===== src/rtl/lsu_dm_master_if.sv =====
// Bundle for the MEM-stage request side and the data-memory port of lsu_dm_master.
// master = the load/store unit, slave = pipeline + data memory.
interface lsu_dm_master_if #(
  parameter int ADDR_W = 32
);
  logic              req_valid;
  logic              req_we;
  logic [2:0]        req_funct3;
  logic [ADDR_W-1:0] req_addr;
  logic [31:0]       req_wdata;
  logic [31:0]       req_rdata;
  logic              stall;
  logic              misalign_trap;
  logic [ADDR_W-1:0] dm_addr;
  logic              dm_we;
  logic [2:0]        read_type;
  logic [1:0]        write_type;
  logic [31:0]       dm_din;
  logic [31:0]       dm_dout;

  modport master (
    input  req_valid, req_we, req_funct3, req_addr, req_wdata, dm_dout,
    output req_rdata, stall, misalign_trap, dm_addr, dm_we, read_type, write_type, dm_din
  );

  modport slave (
    output req_valid, req_we, req_funct3, req_addr, req_wdata, dm_dout,
    input  req_rdata, stall, misalign_trap, dm_addr, dm_we, read_type, write_type, dm_din
  );
endinterface


===== src/rtl/lsu_dm_master.sv =====
// MEM-stage load/store initiator: aligned ops pass through, misaligned h/w are split into bytes.
// Define MISALIGN_TRAP_EN to flag misaligned accesses with misalign_trap instead of splitting.
module lsu_dm_master #(
  parameter int ADDR_W = 32,
  parameter int CNT_W  = 3
) (
  input logic            clk,
  input logic            rst,
  lsu_dm_master_if.master lsu
);
`ifdef MISALIGN_TRAP_EN
  localparam bit TRAP = 1'b1;
`else
  localparam bit TRAP = 1'b0;
`endif

  typedef enum logic [1:0] {IDLE, SPLIT, DONE} state_t;

  state_t           r_state, w_nstate;
  logic [CNT_W-1:0] r_cnt, w_ncnt;
  logic [31:0]      r_buf;

  logic [2:0]       w_f3;
  logic             w_legal, w_half, w_word, w_mis, w_split_go, w_issue;
  logic [CNT_W-1:0] w_last, w_idx;

  assign w_f3    = lsu.req_funct3;
  assign w_legal = (w_f3 == 3'b000) || (w_f3 == 3'b001) || (w_f3 == 3'b010) ||
                   (((w_f3 == 3'b100) || (w_f3 == 3'b101)) && !lsu.req_we);
  assign w_half  = (w_f3[1:0] == 2'b01);
  assign w_word  = (w_f3 == 3'b010);
  assign w_mis   = lsu.req_valid && w_legal &&
                   ((w_word && (lsu.req_addr[1:0] != 2'b00)) || (w_half && lsu.req_addr[0]));
  assign w_last  = w_word ? CNT_W'(3) : CNT_W'(1);
  assign w_split_go = w_mis && !TRAP;

  // Byte 0 goes out in the same IDLE cycle the misalignment is detected.
  assign w_issue = lsu.req_valid &&
                   (((r_state == IDLE) && w_split_go) || (r_state == SPLIT));
  assign w_idx   = (r_state == SPLIT) ? r_cnt : '0;

  always_ff @(posedge clk or posedge rst) begin
    if (rst) begin
      r_state <= IDLE;
      r_cnt   <= '0;
      r_buf   <= '0;
    end else begin
      r_state <= w_nstate;
      r_cnt   <= w_ncnt;
      if (w_issue && !lsu.req_we)
        r_buf[8*w_idx[1:0] +: 8] <= lsu.dm_dout[7:0];
    end
  end

  always_comb begin
    w_nstate = r_state;
    w_ncnt   = r_cnt;
    case (r_state)
      IDLE: if (w_split_go) begin
        w_nstate = SPLIT;
        w_ncnt   = CNT_W'(1);
      end
      SPLIT: begin
        if (!lsu.req_valid) begin
          w_nstate = IDLE;
          w_ncnt   = '0;
        end else if (r_cnt == w_last) begin
          w_nstate = DONE;
          w_ncnt   = '0;
        end else begin
          w_ncnt = r_cnt + CNT_W'(1);
        end
      end
      DONE: begin
        w_nstate = IDLE;
        w_ncnt   = '0;
      end
      default: begin
        w_nstate = IDLE;
        w_ncnt   = '0;
      end
    endcase
  end

  // rst gates the strobes so a reset mid-split stops writes without waiting for an edge.
  always_comb begin
    lsu.dm_addr       = lsu.req_addr;
    lsu.dm_we         = 1'b0;
    lsu.read_type     = 3'd0;
    lsu.write_type    = 2'd0;
    lsu.dm_din        = lsu.req_wdata;
    lsu.req_rdata     = 32'd0;
    lsu.stall         = 1'b0;
    lsu.misalign_trap = 1'b0;
    if (!rst && lsu.req_valid) begin
      if (w_issue) begin
        lsu.dm_addr    = lsu.req_addr + ADDR_W'(w_idx);
        lsu.read_type  = 3'd2;
        lsu.write_type = 2'd1;
        lsu.dm_din     = {4{lsu.req_wdata[8*w_idx[1:0] +: 8]}};
        lsu.dm_we      = lsu.req_we;
        lsu.stall      = 1'b1;
      end else if (r_state == DONE) begin
        if (w_word)           lsu.req_rdata = r_buf;
        else if (w_f3[2])     lsu.req_rdata = {16'd0, r_buf[15:0]};
        else                  lsu.req_rdata = {{16{r_buf[15]}}, r_buf[15:0]};
      end else if ((r_state == IDLE) && w_legal) begin
        if (w_mis) begin
          lsu.misalign_trap = TRAP;
        end else begin
          lsu.dm_we     = lsu.req_we;
          lsu.req_rdata = lsu.dm_dout;
          case (w_f3)
            3'b000:  begin lsu.read_type = 3'd1; lsu.write_type = 2'd1; end
            3'b001:  begin lsu.read_type = 3'd3; lsu.write_type = 2'd2; end
            3'b100:  lsu.read_type = 3'd2;
            3'b101:  lsu.read_type = 3'd4;
            default: begin lsu.read_type = 3'd0; lsu.write_type = 2'd0; end
          endcase
        end
      end
    end
  end
endmodule


===== src/flat_wrapper.sv =====
// flat-port wrapper written by rule: the top's interface ports become plain ports
module lsu_dm_master_flat 
#(
  parameter int ADDR_W = 32,
  parameter int CNT_W  = 3
)
  (clk, rst, lsu_req_valid, lsu_req_we, lsu_req_funct3, lsu_req_addr, lsu_req_wdata, lsu_dm_dout, lsu_req_rdata, lsu_stall, lsu_misalign_trap, lsu_dm_addr, lsu_dm_we, lsu_read_type, lsu_write_type, lsu_dm_din);
  lsu_dm_master_if #(.ADDR_W(ADDR_W)) lsu_i ();
  input logic clk;
  input logic rst;
  input wire logic [$bits(lsu_i.req_valid)-1:0] lsu_req_valid;
  input wire logic [$bits(lsu_i.req_we)-1:0] lsu_req_we;
  input wire logic [$bits(lsu_i.req_funct3)-1:0] lsu_req_funct3;
  input wire logic [$bits(lsu_i.req_addr)-1:0] lsu_req_addr;
  input wire logic [$bits(lsu_i.req_wdata)-1:0] lsu_req_wdata;
  input wire logic [$bits(lsu_i.dm_dout)-1:0] lsu_dm_dout;
  output wire logic [$bits(lsu_i.req_rdata)-1:0] lsu_req_rdata;
  output wire logic [$bits(lsu_i.stall)-1:0] lsu_stall;
  output wire logic [$bits(lsu_i.misalign_trap)-1:0] lsu_misalign_trap;
  output wire logic [$bits(lsu_i.dm_addr)-1:0] lsu_dm_addr;
  output wire logic [$bits(lsu_i.dm_we)-1:0] lsu_dm_we;
  output wire logic [$bits(lsu_i.read_type)-1:0] lsu_read_type;
  output wire logic [$bits(lsu_i.write_type)-1:0] lsu_write_type;
  output wire logic [$bits(lsu_i.dm_din)-1:0] lsu_dm_din;
  assign lsu_i.req_valid = lsu_req_valid;
  assign lsu_i.req_we = lsu_req_we;
  assign lsu_i.req_funct3 = lsu_req_funct3;
  assign lsu_i.req_addr = lsu_req_addr;
  assign lsu_i.req_wdata = lsu_req_wdata;
  assign lsu_i.dm_dout = lsu_dm_dout;
  assign lsu_req_rdata = lsu_i.req_rdata;
  assign lsu_stall = lsu_i.stall;
  assign lsu_misalign_trap = lsu_i.misalign_trap;
  assign lsu_dm_addr = lsu_i.dm_addr;
  assign lsu_dm_we = lsu_i.dm_we;
  assign lsu_read_type = lsu_i.read_type;
  assign lsu_write_type = lsu_i.write_type;
  assign lsu_dm_din = lsu_i.dm_din;
  lsu_dm_master #(.ADDR_W(ADDR_W), .CNT_W(CNT_W)) u_core (.clk(clk), .rst(rst), .lsu(lsu_i));
endmodule

===== config.mk =====
export PLATFORM = sky130hd
export DESIGN_NAME = lsu_dm_master_flat
export DESIGN_NICKNAME = d
export VERILOG_FILES = /design/src/rtl/lsu_dm_master_if.sv /design/src/rtl/lsu_dm_master.sv /design/src/flat_wrapper.sv
export SDC_FILE = /design/constraint.sdc
export NUM_CORES = 1
export LEC_CHECK = 0
export BUFFER_PORTS_ARGS = -buffer_cell sky130_fd_sc_hd__buf_2
export CAP_MARGIN = 15
export CORE_MARGIN = 4
export CORE_UTILIZATION = 46
export DETAILED_ROUTE_END_ITERATION = 10
export PLACE_DENSITY = 0.89
export SKIP_LAST_GASP = 1
export SYNTH_ARGS = -nofsm -noshare
export SYNTH_HDL_FRONTEND = slang
export SYNTH_SLANG_ARGS = --single-unit

===== constraint.sdc =====
create_clock -name clk -period 4.55 [get_ports clk]
set_input_delay 0.91 -clock clk [delete_from_list [all_inputs] [get_ports clk]]
set_output_delay 0.91 -clock clk [all_outputs]
set_load 0.02 [all_outputs]

== Word level (Yosys, flattened, before mapping) ==
Cells that the tools add are included.

* Register bits after elaboration: 37
* Latch bits: 0
* Memories kept: 0
* Memory bits (read-only): 0
* Bits in writable memories: 0

* Magnitude comparators: 0
* Shifts and indexed selects: 3
* Bitwise logic cells: 0
* Div/mod/pow operators: 0
* Multipliers: 0
* Add/sub/neg operators: 3
* Equal/unequal tests: 10
* Multiplexer cells: 41
* Reduce and logical (&&, ||, !) cells: 22

{| class="wikitable"
|+ Operators by type and width
! operator !! count
|-
| two-way mux 32 bit || 11
|-
| negator 5 -> 34 bit || 1
|-
| variable shift 8 x 34 -> 32 bit, first input constant || 1
|-
| variable part select 8 x 34 -> 32 bit || 1
|-
| adder 32 x 3 -> 32 bit || 1
|-
| bitwise mux 32 bit || 1
|-
| variable part select 32 x 6 -> 8 bit || 1
|-
| two-way mux 3 bit || 9
|-
| two-way mux 2 bit || 9
|-
| one-hot mux 3 bit (4 select lines) || 1
|-
| logical AND 1 bit || 10
|-
| one-hot mux 2 bit (2 select lines) || 2
|-
| two-way mux 1 bit || 7
|-
| == test 3 bit, second input constant || 2
|-
| logical OR 1 bit || 6
|-
| one-hot mux 3 bit (2 select lines) || 1
|-
| == test 2 x 1 -> 1 bit, second input constant || 2
|-
| adder 3 x 1 -> 3 bit, second input constant || 1
|-
| == test 3 x 1 -> 1 bit, second input constant || 1
|-
| == test 3 x 2 -> 1 bit, second input constant || 1
|-
| == test 3 bit || 1
|-
| zero test 3 bit || 1
|-
| != test 3 bit, second input constant || 1
|-
| == test 2 bit, second input constant || 1
|-
| 5 further kinds || 6
|}

== Depth between registers and ports, before layout ==
* Word-level depth: 11
* Mapped depth: 11
* Mapped depth without buffers: 9

== Least setup slack after synthesis ==
No wires, ideal clock.

* Kind: in2out
* Start: in lsu_req_funct3[0]
* End: out lsu_write_type[1]
* Setup slack: 0.609 ns
* Data arrival time: 3.031 ns
* Stages on the path: 6
* Required time: 3.640 ns
* Cell sequence: buf_2 and4bb_2 o31a_1 nor2_1 nor4b_1 and2_1

* Longest elaborated chain between the ends: 11
* Elaborated cells on any way between the ends: 26
* Classes of those cells: 5 x eq/ne; 6 x mux; 15 x reduce/logical

{| class="wikitable"
|+ Ends and longest elaborated chain
! item !! line !! RTL
|-
| start, declared || flat_wrapper.sv:13 || <nowiki>input wire logic [$bits(lsu_i.req_funct3)-1:0] lsu_req_funct3;</nowiki>
|-
| == test 3 x 1 -> 1 bit (tied with other cells) || lsu_dm_master.sv:28, lsu_dm_master.sv:113 ||
|-
| logical OR 1 bit (on tied branches) || lsu_dm_master.sv:28, lsu_dm_master.sv:29 ||
|-
| logical OR 1 bit or logical AND 1 bit (tied branches) || lsu_dm_master.sv:28, lsu_dm_master.sv:29 ||
|-
| logical OR 1 bit || lsu_dm_master.sv:28 || <nowiki>assign w_legal = (w_f3 == 3'b000) || (w_f3 == 3'b001) || (w_f3 == 3'b010) ||</nowiki>
|-
| logical AND 1 bit (2 in a row) || lsu_dm_master.sv:32 || <nowiki>assign w_mis = lsu.req_valid && w_legal &&</nowiki>
|-
| two-way mux 2 bit or logical AND 1 bit (tied branches) || lsu_dm_master.sv:108, lsu_dm_master.sv:39 ||
|-
| two-way mux 2 bit or logical OR 1 bit (tied branches) || lsu_dm_master.sv:107, lsu_dm_master.sv:39 ||
|-
| two-way mux 2 bit or logical AND 1 bit (tied branches) || lsu_dm_master.sv:103, lsu_dm_master.sv:38 ||
|-
| two-way mux 2 bit (*) || lsu_dm_master.sv:96 || <nowiki>if (w_issue) begin</nowiki>
|-
| two-way mux 2 bit (*) || lsu_dm_master.sv:95 || <nowiki>if (!rst && lsu.req_valid) begin</nowiki>
|-
| end, declared || flat_wrapper.sv:23 || <nowiki>output wire logic [$bits(lsu_i.write_type)-1:0] lsu_write_type;</nowiki>
|}

Every way passes the cells marked *; elsewhere a longest branch is shown, timed or not.

== Worst setup path after layout ==
* Start: reg u_core.r_state[1]
* End: out lsu_dm_addr[31]

* Longest elaborated chain between the ends: 6
* Elaborated cells on any way between the ends: 9
* Classes of those cells: 1 x add/sub; 1 x eq/ne; 3 x mux; 4 x reduce/logical

{| class="wikitable"
|+ Ends and longest elaborated chain
! item !! line !! RTL
|-
| start, declared || lsu_dm_master.sv:19 || <nowiki>state_t r_state, w_nstate;</nowiki>
|-
| start signal, assigned || lsu_dm_master.sv:48 || <nowiki>r_state <= w_nstate;</nowiki>
|-
| parallel branches: the longest is 4 deep, another holds adder 32 x 3 -> 32 bit || n/a ||
|-
| two-way mux 32 bit (*) || lsu_dm_master.sv:96 ||
|-
| two-way mux 32 bit (*) || lsu_dm_master.sv:95 ||
|-
| end, declared || flat_wrapper.sv:20 || <nowiki>output wire logic [$bits(lsu_i.dm_addr)-1:0] lsu_dm_addr;</nowiki>
|}

Mark *: on every way between the ends.

==> results.md <==
- Outcome: complete, no violations
- Slew Viols, Final: 0
- CP endpoint kind: output pin
- ANT nets after route: 0
- RD Place Congestion: 0.937
- CTS Buffer Depth: 2
- Initial DRC Count: 216
- Syn avg cell area: 7.03 um^2
- Critical path launch point type: flop
- DRC errors left: 0
- Worst-Skew Late Latency: 0.29 ns
- WL/cell: roughly 15 um
- Leak: ~2.9 nW
- Vias in the first global route: 4305
- Worst Path Max Fanout: 9
- Post-synth top flop: dfrtp_1
- Detailed-route via count: 4633
- Starting density of the core: 0.472
- Skew final: ~0.0058 ns
- CTS tree: yes
- Routed WL: 12500 um
- Post-cts hold buffer count: 0
- Core ar.: approximately 8200 um^2
- CTS H-tree lvls: 2
- CTS sink cnt: 37
- Initial antenna violation count: 0
- Worst slew pin tran: 1.08 ns
- Net count, final: 846
- RSZ-0062 raised after global routing: no
- Register bit count reported by yosys: 37
- Yosys cell types: 58
- Clock transition at path regs: 0.07 ns
- Worst slew margin: 0.279
- Tmin final: about 4.2 ns
- Top Ports: 207
- Async SR Flop Fraction: 1.00
- Die Width: 99.8 um
- Sequential area share after synthesis: 0.239
- Die ar.: 9970 um^2
- Final period util: 0.920
- CP Class: flop to output pin
- Final hold slack: 0.483 ns
- Total congestion overflow: 0
- Vertical die dimension: 99.8 um
- Final setup vio count: 0
- First-pass GRT wire length: 19900 um
- CTS buffer count: 5
- GRT met2 Usage: 0.430
- Synthesized cell area: 3880 um^2
- Pin count of the biggest net entering global routing: 43
- Layer with the highest usage: met2
- Pwr/cell area: 245 nW/um^2
- Final Hold Vio Count: 0
- FILL cells: 773
- First-pass detailed-route iteration total: 5
- Syn nets: 662
- Synthesized instance count: approximately 550
- Clk Tree Root Cell: clkbuf_8
- Setup TNS: 0 ns
- GR Util met1: 0.304
- M3 GR Usage: 0.0389
- Row cnt: 33
- Gr usage total: 0.240
- Data arrival time of the worst path: 3.27 ns
- CTS resizes: 0
- EDFF count, synth: 0
- # port buffers: 205
- Antenna Cells: 0
- Yosys warning count: 0
- Post-CTS setup buffer count: 0
- Hold Crit Class: flop to flop
- Via density: 5.50
- Fmax: 0.239 GHz
- Dpl hpwl: 9890 um
- Layout cells sized above 1: 0.323
- Critical path required time: between 3 and 4 ns
- Synth-to-Final Area Change: 30.2%
- # Max-Cap Violations: 0
- VDD IR max: 0.134 mV
-- power breakdown --
group / switching [W] / total, W / internal (W)
Clock: 0.000114 / 0.000292 / 0.000178
Combinational: 0.000312 / 0.000533 / 0.000221
Sequential: 0.0000360 / 0.000414 / 0.000377
Total: 0.000462 / 0.00124 / 0.000776
-- area by class of cell --
type	instances	area [um^2]	share of cell area
clock buffers	6	82.6	0.0163
clock inverters	2	37.5	0.00743
inverters	26	97.6	0.0193
multi-input cells	454	2700	0.534
flip-flops and latches	37	926	0.183
well taps	105	131	0.0260
repair buffers	212	1080	0.214
-- synthesized netlist by cell type (all sizes together), types with 13 or more instances --
| library cell | number | share of area |
|---|---|---|
| nand3 | 13 | 0.017 |
| clkbuf | 21 | 0.020 |
| a21oi | 45 | 0.058 |
| xor2 | 23 | 0.052 |
| o21ai | 25 | 0.033 |
| nor3 | 13 | 0.017 |
| inv | 26 | 0.025 |
| nand2 | 136 | 0.13 |
| dfrtp | 37 | 0.24 |
| buf | 14 | 0.021 |
| nor2 | 48 | 0.046 |
| mux2i | 23 | 0.059 |
-- worst paths after layout --
path                                         from               end  slack [ns]  depth (start not counted)
worst min-delay path             u_core.r_buf[14]  u_core.r_buf[14]        0.48                          1
max in group asynchronous                     rst  u_core.r_buf[15]        3.50                          3
worst max-delay path            u_core.r_state[1]   lsu_dm_addr[31]        0.37                          9
worst max register to register  u_core.r_state[0]  u_core.r_buf[31]        1.62                          5
worst min register to register   u_core.r_buf[14]  u_core.r_buf[14]        0.48                          1
min in group asynchronous                     rst   u_core.r_buf[1]        0.72                          3
-- flip-flops by register name, indices dropped and copies added, names as in the netlist --
| register | cells |
|---|---|
| u_core.r_buf | 32 |
| u_core.r_state | 2 |
| u_core.r_cnt | 3 |
-- critical path: stages, from the launching register on --
cell	delay, ns
dfrtp_1	0.48
nand2b_1	0.40
nor2_1	0.09
ha_1	0.38
o21ai_0	0.13
o21ai_0	0.43
o2111ai_1	0.39
nor4_1	0.33
xor2_1	0.17
buf_2	0.18
-- cell families after synthesis --
group,count (synthesis),share of synthesized area
and+or+nand+nor,271,0.327
xor gates and xnor gates,33,0.0745
AOI/OAI and AO/OA,110,0.176
muxes,32,0.0932
other,1,0.000967
DFF,37,0.239
buffers and inverters,61,0.0668
adders and majority gates,7,0.0226
-- cells in the final DEF, fill, tap and decap left out, drive strengths merged, types with 5 or more instances in the layout --
| cell type | netlist | final |
|---|---|---|
| inv | 26 | 26 |
| xnor2 | 10 | 10 |
| o21ai | 25 | 25 |
| ha | 7 | 7 |
| o211ai | 8 | 8 |
| mux2 | 9 | 9 |
| clkbuf | 21 | 6 |
| and4 | 8 | 8 |
| nand2 | 136 | 136 |
| nor4 | 8 | 8 |
| mux2i | 23 | 23 |
| nor2 | 48 | 48 |
| a21oi | 45 | 45 |
| nand4 | 6 | 6 |
| buf | 14 | 212 |
| nand3 | 13 | 13 |
| a22oi | 8 | 8 |
| a21o | 8 | 8 |
| dfrtp | 37 | 37 |
| and3 | 12 | 12 |
| xor2 | 23 | 23 |
| nor3 | 13 | 13 |
| nand2b | 5 | 5 |
-- per-stage QoR --
step | setup slack (ns) | utilization | power (W) | instances | area, um^2
global placement | 0.706 | 0.600 | 0.000929 | 834 | 4930
CTS | 0.395 | 0.615 | 0.00124 | 842 | 5050
floorplan | 0.609 | - | 0.000776 | 552 | 3880
finish | 0.366 | 0.615 | 0.00124 | 842 | 5050
detailed placement | 0.669 | 0.600 | 0.000950 | 834 | 4930
global route | 0.0223 | 0.615 | 0.00132 | 842 | 5050
-- layer usage --
metal  wire, um  up-vias
li1           -     2268
met1       5050     2131
met2       6170      215
met3       1060       19
met4        163        0
met5          0        -
(Power assumes the default switching activity.)
